`src/rtl/cpu_pkg.sv`:
```
// Shared CPU constants used by the register file and the ALU units.
package cpu_pkg;

    localparam int XLEN       = 32;
    localparam int REG_ADDR_W = 5;
    localparam int BYTE_W     = 8;
    localparam int ZERO_REG   = 0;

    // Size of the full register address space (every 5-bit address)
    localparam int NUM_ADDR   = 1 << REG_ADDR_W;

    // Number of byte lanes in a data word of the given width
    function automatic int num_bytes(input int width);
        return width / BYTE_W;
    endfunction

endpackage : cpu_pkg

```
`src/rtl/reg_file_byte_merge.sv`:
```
// Byte-lane merge: takes each byte from new_data where be is set, else from old_data.
module byte_merge
    import cpu_pkg::*;
#(
    parameter int XLEN = cpu_pkg::XLEN
) (
    input  logic [XLEN-1:0]                  old_data,
    input  logic [XLEN-1:0]                  new_data,
    input  logic [cpu_pkg::num_bytes(XLEN)-1:0] be,
    output logic [XLEN-1:0]                  merged
);

    localparam int NBYTES = cpu_pkg::num_bytes(XLEN);

    // Select every byte lane independently from the old or the new word
    always_comb begin
        merged = old_data;
        for (int b = 0; b < NBYTES; b++) begin
            if (be[b]) begin
                merged[b*BYTE_W +: BYTE_W] = new_data[b*BYTE_W +: BYTE_W];
            end else begin
                merged[b*BYTE_W +: BYTE_W] = old_data[b*BYTE_W +: BYTE_W];
            end
        end
    end

endmodule : byte_merge

```
`src/rtl/reg_file.sv`:
```
// Architectural register file: two bypassed operand read ports, one raw debug
// read port and one byte-enabled write port. Register 0 is hardwired to zero.
module reg_file
    import cpu_pkg::*;
#(
    parameter int XLEN  = cpu_pkg::XLEN,
    parameter int NREGS = 32
) (
    input  logic                             clk,
    input  logic                             rst_n,
    input  logic [REG_ADDR_W-1:0]            Rs1_addr,
    input  logic [REG_ADDR_W-1:0]            Rs2_addr,
    input  logic [REG_ADDR_W-1:0]            Dbg_addr,
    input  logic                             Wr_en,
    input  logic [REG_ADDR_W-1:0]            Wr_addr,
    input  logic [cpu_pkg::num_bytes(XLEN)-1:0] Wr_be,
    input  logic [XLEN-1:0]                  Wr_data,
    output logic [XLEN-1:0]                  ALU_DA,
    output logic [XLEN-1:0]                  ALU_DB,
    output logic [XLEN-1:0]                  Dbg_data
);

    // Storage spans the whole address space; entries that are register 0 or
    // beyond NREGS are forced to zero so they read 0 and never take writes.
    logic [XLEN-1:0] regs_q [NUM_ADDR];
    logic [XLEN-1:0] regs_d [NUM_ADDR];

    logic            wr_in_range_s;
    logic            wr_valid_s;
    logic [XLEN-1:0] wr_old_s;
    logic [XLEN-1:0] wr_merged_s;
    logic [XLEN-1:0] rs1_old_s;
    logic [XLEN-1:0] rs2_old_s;
    logic [XLEN-1:0] rs1_merged_s;
    logic [XLEN-1:0] rs2_merged_s;

    assign wr_in_range_s = (32'(Wr_addr) < 32'(NREGS));
    assign wr_valid_s    = Wr_en && (Wr_addr != REG_ADDR_W'(ZERO_REG)) && wr_in_range_s;
    assign wr_old_s      = regs_q[Wr_addr];
    assign rs1_old_s     = regs_q[Rs1_addr];
    assign rs2_old_s     = regs_q[Rs2_addr];

    byte_merge #(.XLEN(XLEN)) u_wr_merge (
        .old_data (wr_old_s),
        .new_data (Wr_data),
        .be       (Wr_be),
        .merged   (wr_merged_s)
    );

    byte_merge #(.XLEN(XLEN)) u_rs1_merge (
        .old_data (rs1_old_s),
        .new_data (Wr_data),
        .be       (Wr_be),
        .merged   (rs1_merged_s)
    );

    byte_merge #(.XLEN(XLEN)) u_rs2_merge (
        .old_data (rs2_old_s),
        .new_data (Wr_data),
        .be       (Wr_be),
        .merged   (rs2_merged_s)
    );

    // Next-state of the array: only the addressed, writable register changes
    always_comb begin
        for (int i = 0; i < NUM_ADDR; i++) begin
            if ((i == ZERO_REG) || (i >= NREGS)) begin
                regs_d[i] = '0;
            end else if (wr_valid_s && (Wr_addr == REG_ADDR_W'(i))) begin
                regs_d[i] = wr_merged_s;
            end else begin
                regs_d[i] = regs_q[i];
            end
        end
    end

    // Storage flops, cleared asynchronously so a write at a reset edge is lost
    always_ff @(posedge clk or negedge rst_n) begin
        if (!rst_n) begin
            for (int i = 0; i < NUM_ADDR; i++) begin
                regs_q[i] <= '0;
            end
        end else begin
            for (int i = 0; i < NUM_ADDR; i++) begin
                regs_q[i] <= regs_d[i];
            end
        end
    end

    // Read ports: operands see the post-edge value on a write hit, debug does not
    always_comb begin
        ALU_DA   = '0;
        ALU_DB   = '0;
        Dbg_data = '0;
        if (!rst_n) begin
            ALU_DA   = '0;
            ALU_DB   = '0;
            Dbg_data = '0;
        end else begin
            if (wr_valid_s && (Wr_addr == Rs1_addr)) begin
                ALU_DA = rs1_merged_s;
            end else begin
                ALU_DA = rs1_old_s;
            end
            if (wr_valid_s && (Wr_addr == Rs2_addr)) begin
                ALU_DB = rs2_merged_s;
            end else begin
                ALU_DB = rs2_old_s;
            end
            Dbg_data = regs_q[Dbg_addr];
        end
    end

endmodule : reg_file

```
`config.mk`:
```
export PLATFORM = sky130hd
export DESIGN_NAME = reg_file
export DESIGN_NICKNAME = d
export VERILOG_FILES = /design/src/rtl/cpu_pkg.sv /design/src/rtl/reg_file_byte_merge.sv /design/src/rtl/reg_file.sv
export SDC_FILE = /design/constraint.sdc
export NUM_CORES = 2
export LEC_CHECK = 0
export CORE_AREA = 2 2 423 341
export CTS_CLUSTER_DIAMETER = 80
export DETAILED_ROUTE_END_ITERATION = 10
export DIE_AREA = 0 0 425 343
export PLACE_DENSITY = 0.66
export SLEW_MARGIN = 0
export SYNTH_ARGS = -nofsm -noshare
export SYNTH_HDL_FRONTEND = slang
export SYNTH_SLANG_ARGS = --single-unit
```
`constraint.sdc`:
```
create_clock -name clk -period 15.5 [get_ports clk]
set_input_delay 4.65 -clock clk [delete_from_list [all_inputs] [get_ports clk]]
set_output_delay 4.65 -clock clk [all_outputs]
set_load 0.005 [all_outputs]
```
# Word level (Yosys, flattened, before mapping)
# Index checks and enable logic that the tools add are counted.
# classes
reduce_logical,35
magnitude_cmp,4
muxes,29
eq_ne,33
bitwise,4
# ops
operator,n
$bmux W32 S5,4
$mux W32,13
$mux W8,12
$eq A5 B5 Y1 const B,16
$eq A5 B4 Y1 const B,8
$logic_and A1 B1 Y1,34
$ge A6 B6 Y1 const B,4
$not A5 Y6,4
$eq A5 B3 Y1 const B,4
$eq A5 B2 Y1 const B,2
$eq A5 B5 Y1,2
$eq A5 B1 Y1 const B,1
$reduce_bool A5 Y1,1
# word_totals
regBits,992
output_inout_bits,96
word_cells,136
inputBits,59

# Depth between registers and ports, before layout
# logic_depth
depth_word,7
mapped_depth,12
ltp_nobuf,5

# Cells and area by module
# Synthesis repeated with hierarchy kept, for this count alone.
# hier_totals
cells_unflattened,4922
hier_area_um2,71332.2
# modules_own_cells
module,n_inst,area_per_inst_um2,seq_area_each_um2,cells_per_inst
reg_file,1,69755.7,24823.8,4814
byte_merge,3,525.5,0.0,36

# Worst setup path before layout
# OpenSTA, ideal clock, no wires.
# synth_path
path_type,input port to output port
from,in Rs1_addr[0]
to,out ALU_DA[13]
required_ps,10850
n_path_buf,3
setup_slack_ps,4047
path_stages,7
arrival_time_ps,6803
cell_sequence,buf_2 > clkbuf_1 > clkbuf_1 > mux4_2 > mux4_2 > a22oi_1 > o21ai_0
# synth_between
elab_chain_cells,7
elab_cells_between_ends,9
cone_classes,eq/ne (1); mux (6); bitwise (1); reduce/logical (1)
# synth_lines
item,line_no,source
from (decl),reg_file.sv:11,"input logic [REG_ADDR_W-1:0] Rs1_addr,"
$not A5 Y6 (implied by the code),reg_file.sv:40,assign rs1_old_s = regs_q[Rs1_addr];
$bmux W32 S5,reg_file.sv:40,
$mux W32 (implied by the code) (2 in series),reg_file.sv:40,
$mux W8,reg_file_byte_merge.sv:19,if (be[b]) begin
$mux W32 *,reg_file.sv:100,if (wr_valid_s && (Wr_addr == Rs1_addr)) begin
$mux W32 *,reg_file.sv:95,if (!rst_n) begin
to (decl),reg_file.sv:18,"output logic [XLEN-1:0] ALU_DA,"
# Mark *: on every way between the ends. The rest lies on a longest branch, timed or not. The select of a mux whose other input is x is not followed.

# Worst setup path after layout
# layout_path
from,in Rs1_addr[0]
to,out ALU_DA[19]
# Same word-level chain as after synthesis.

==> flow_summary.json <==
{
  "yosys.area.top_type": "dfrtp_1",
  "yosysWarnings": 0,
  "die_h_microns": 343,
  "finalPower_mw": 9.05,
  "firstDrtPassIters": 7,
  "crit_type": "primary input to primary output",
  "max-vdd-ir-drop_mv": 0.0967,
  "reg.largest.list": "regs_q (992)",
  "grt_pass1_vias": 51100,
  "netlist_top_cells_area": "dfrtp_1 35%, mux4_2 31%, mux2_2 18%",
  "synth-seq-area-share_pct": 35.3,
  "synth_nets": 4898,
  "syn_area_sq_um": 70200,
  "fin_crit_sh_pct": 85.3,
  "final_common_cell": "mux2_2",
  "drt_iter0_drc": 8391,
  "grtUsageTotal_pct": 36.9,
  "synth_edf_count": 0,
  "power_leakage_nw": 31.3,
  "drive_above_1_share_pct": 53.2,
  "finalSetupTns_ns": 0,
  "cts_setup_buffers": 0,
  "avgSynthCellArea_sq_um": 14.5,
  "grt_start_max_net_pins": 156,
  "cts_resized": 0,
  "postLayoutSetupSlackWorst_ns": 2.27,
  "syn_inst": 4839,
  "fmax_ghz": 0.0756,
  "clkTransAtPathRegs_ns": 0.06,
  "layout_common_cells": "1112 x mux2_2, 992 x dfrtp_1, 980 x mux4_2",
  "grt_pass1_wl_mm": 385,
  "power_density_nw_per_um2": 118,
  "clockRootBuffer": "clkbuf_16",
  "synth_cell_types": 78,
  "critPathCaptureType": "primary output",
  "dpl-instance-area_sq_um": 73200,
  "top_register": "regs_q",
  "drcViolationCount": 0,
  "pre_cts_slack_ns": 2.46,
  "largest_reg_flops": 992,
  "antenna_found_initial": 5,
  "cts_hold_buf": 0,
  "die_x_microns": 425,
  "synth_top_cell_area_share_pct": 35.3,
  "dpl.hpwl_mm": 156,
  "slew_headroom_pct": 12.2,
  "htree_num_levels": 3,
  "io_pins": 155,
  "stdcell_area_sq_um": 76800,
  "cts_buffer_depth": 3,
  "cts_buffers": 105,
  "hp-class": "flip-flop to flip-flop",
  "finClkSkew_ns": 0.0217,
  "status": "finished, final reports clean",
  "finalWirelength_mm": 269,
  "maxCapViolations": 0,
  "gp_congestion": 0.896,
  "synth_ff_type": "dfrtp_1",
  "insertion_delay_ns": 0.76,
  "wl_per_cell_microns": 40.4,
  "startpoint_type": "primary input",
  "start_util_pct": 49.5,
  "async_reset_ff_share_pct": 100,
  "fp-row-count": 124,
  "drv_slew": 0,
  "vias_per_cell": 7.83,
  "core_sq_um": 142000,
  "syn2layout_area_growth_pct": 9.38,
  "arrival_ns": 8.58,
  "via_count": 52200,
  "cts.sinks": 992,
  "portBuffers": 154,
  "rsz0062_at_grt": "no",
  "cp.required_ns": 10.85,
  "cts_tree": "built",
  "ff2ff_setup_slack_ns": 12.55,
  "overflow": 0,
  "period_needed_ns": 13.23,
  "finalSetupViolations": 0,
  "hold_viol": 0,
  "cp_max_fo": 68,
  "finish.utilization_pct": 54.2,
  "tightest_slew_ns": 1.32,
  "dieArea_sq_um": 146000,
  "synth-seq-cells": 992,
  "nets": 4747,
  "ant_nets": 0
}
per-layer routing:
layer  routed length (microns)  share of wire (%)  global-route usage [%]
met3                     39900                 15                    14.6
met2                    111000                 41                    50.7
met1                    102000                 38                    50.9
met4                     16700                6.2                    18.2
met5                        46              0.017                       0
stage by stage:
stage / hold slack [ns] / instances
detailed placement: 0.531 / 6471
CTS: 0.545 / 6663
global route: 0.564 / 6663
global placement: 0.522 / 6471
finish: 0.550 / 6664
floorplan: 0.489 / 4839
critical path, cell delays in order:
cell and delay (ns):
buf_8 0.65, xor2_1 0.18, nor3_2 0.79, a41oi_2 0.82, a22oi_1 0.68, o21ai_0 0.25, clkdlybuf4s50_1 0.50
cells by family (layout without fill, tap and decap cells):
kind of cell | after synthesis | in the layout | share of synthesized area (%)
other | 0 | 1 | 0
AO/OA/AOI/OAI | 469 | 469 | 5.22
flip-flops | 992 | 992 | 35.3
AND/OR/NAND/NOR | 498 | 498 | 3.29
XOR/XNOR | 10 | 10 | 0.125
buffers and inverters | 578 | 512 | 3.93
multiplexers | 2292 | 2292 | 52.1
final cells by class:
class	count	area (sq um)
diodes	1	2.50
well taps	1890	2360
flip-flops and latches	992	24800
clock inverters	42	559
inverters	16	65.1
clock buffers	150	3090
fillers	11600	65000
multi-input cells	3269	43100
repair buffers	304	2820
report_power, final:
group | switching, mW | total (mW) | internal [mW]
registers | 0.636 | 3.72 | 3.08
logic | 1.05 | 2.59 | 1.54
clock network | 1.15 | 2.75 | 1.60
total | 2.84 | 9.05 | 6.22
synthesized netlist by cell type, drive strengths merged (35+ instances only):
library cell	number
nand3	89
o221ai	51
mux4	980
nor2	94
o21ai	94
a22o	67
buf	265
a221oi	60
clkbuf	297
nand2b	35
a221o	35
mux2	1116
dfrtp	992
mux2i	196
nand2	203
worst paths after layout:
path,startpoint,end,cells after the start
setup / recovery,Rs1_addr[0],ALU_DA[19],7
hold / removal,regs_q[802]$_DFFE_PN0P_,regs_q[802]$_DFFE_PN0P_,2
setup reg to reg,regs_q[772]$_DFFE_PN0P_,regs_q[228]$_DFFE_PN0P_,6
hold reg to reg,regs_q[802]$_DFFE_PN0P_,regs_q[802]$_DFFE_PN0P_,2
max in group asynchronous,rst_n,regs_q[421]$_DFFE_PN0P_,6
min in group asynchronous,rst_n,regs_q[341]$_DFFE_PN0P_,1
Note: power is estimated with default switching activity, not from simulation.
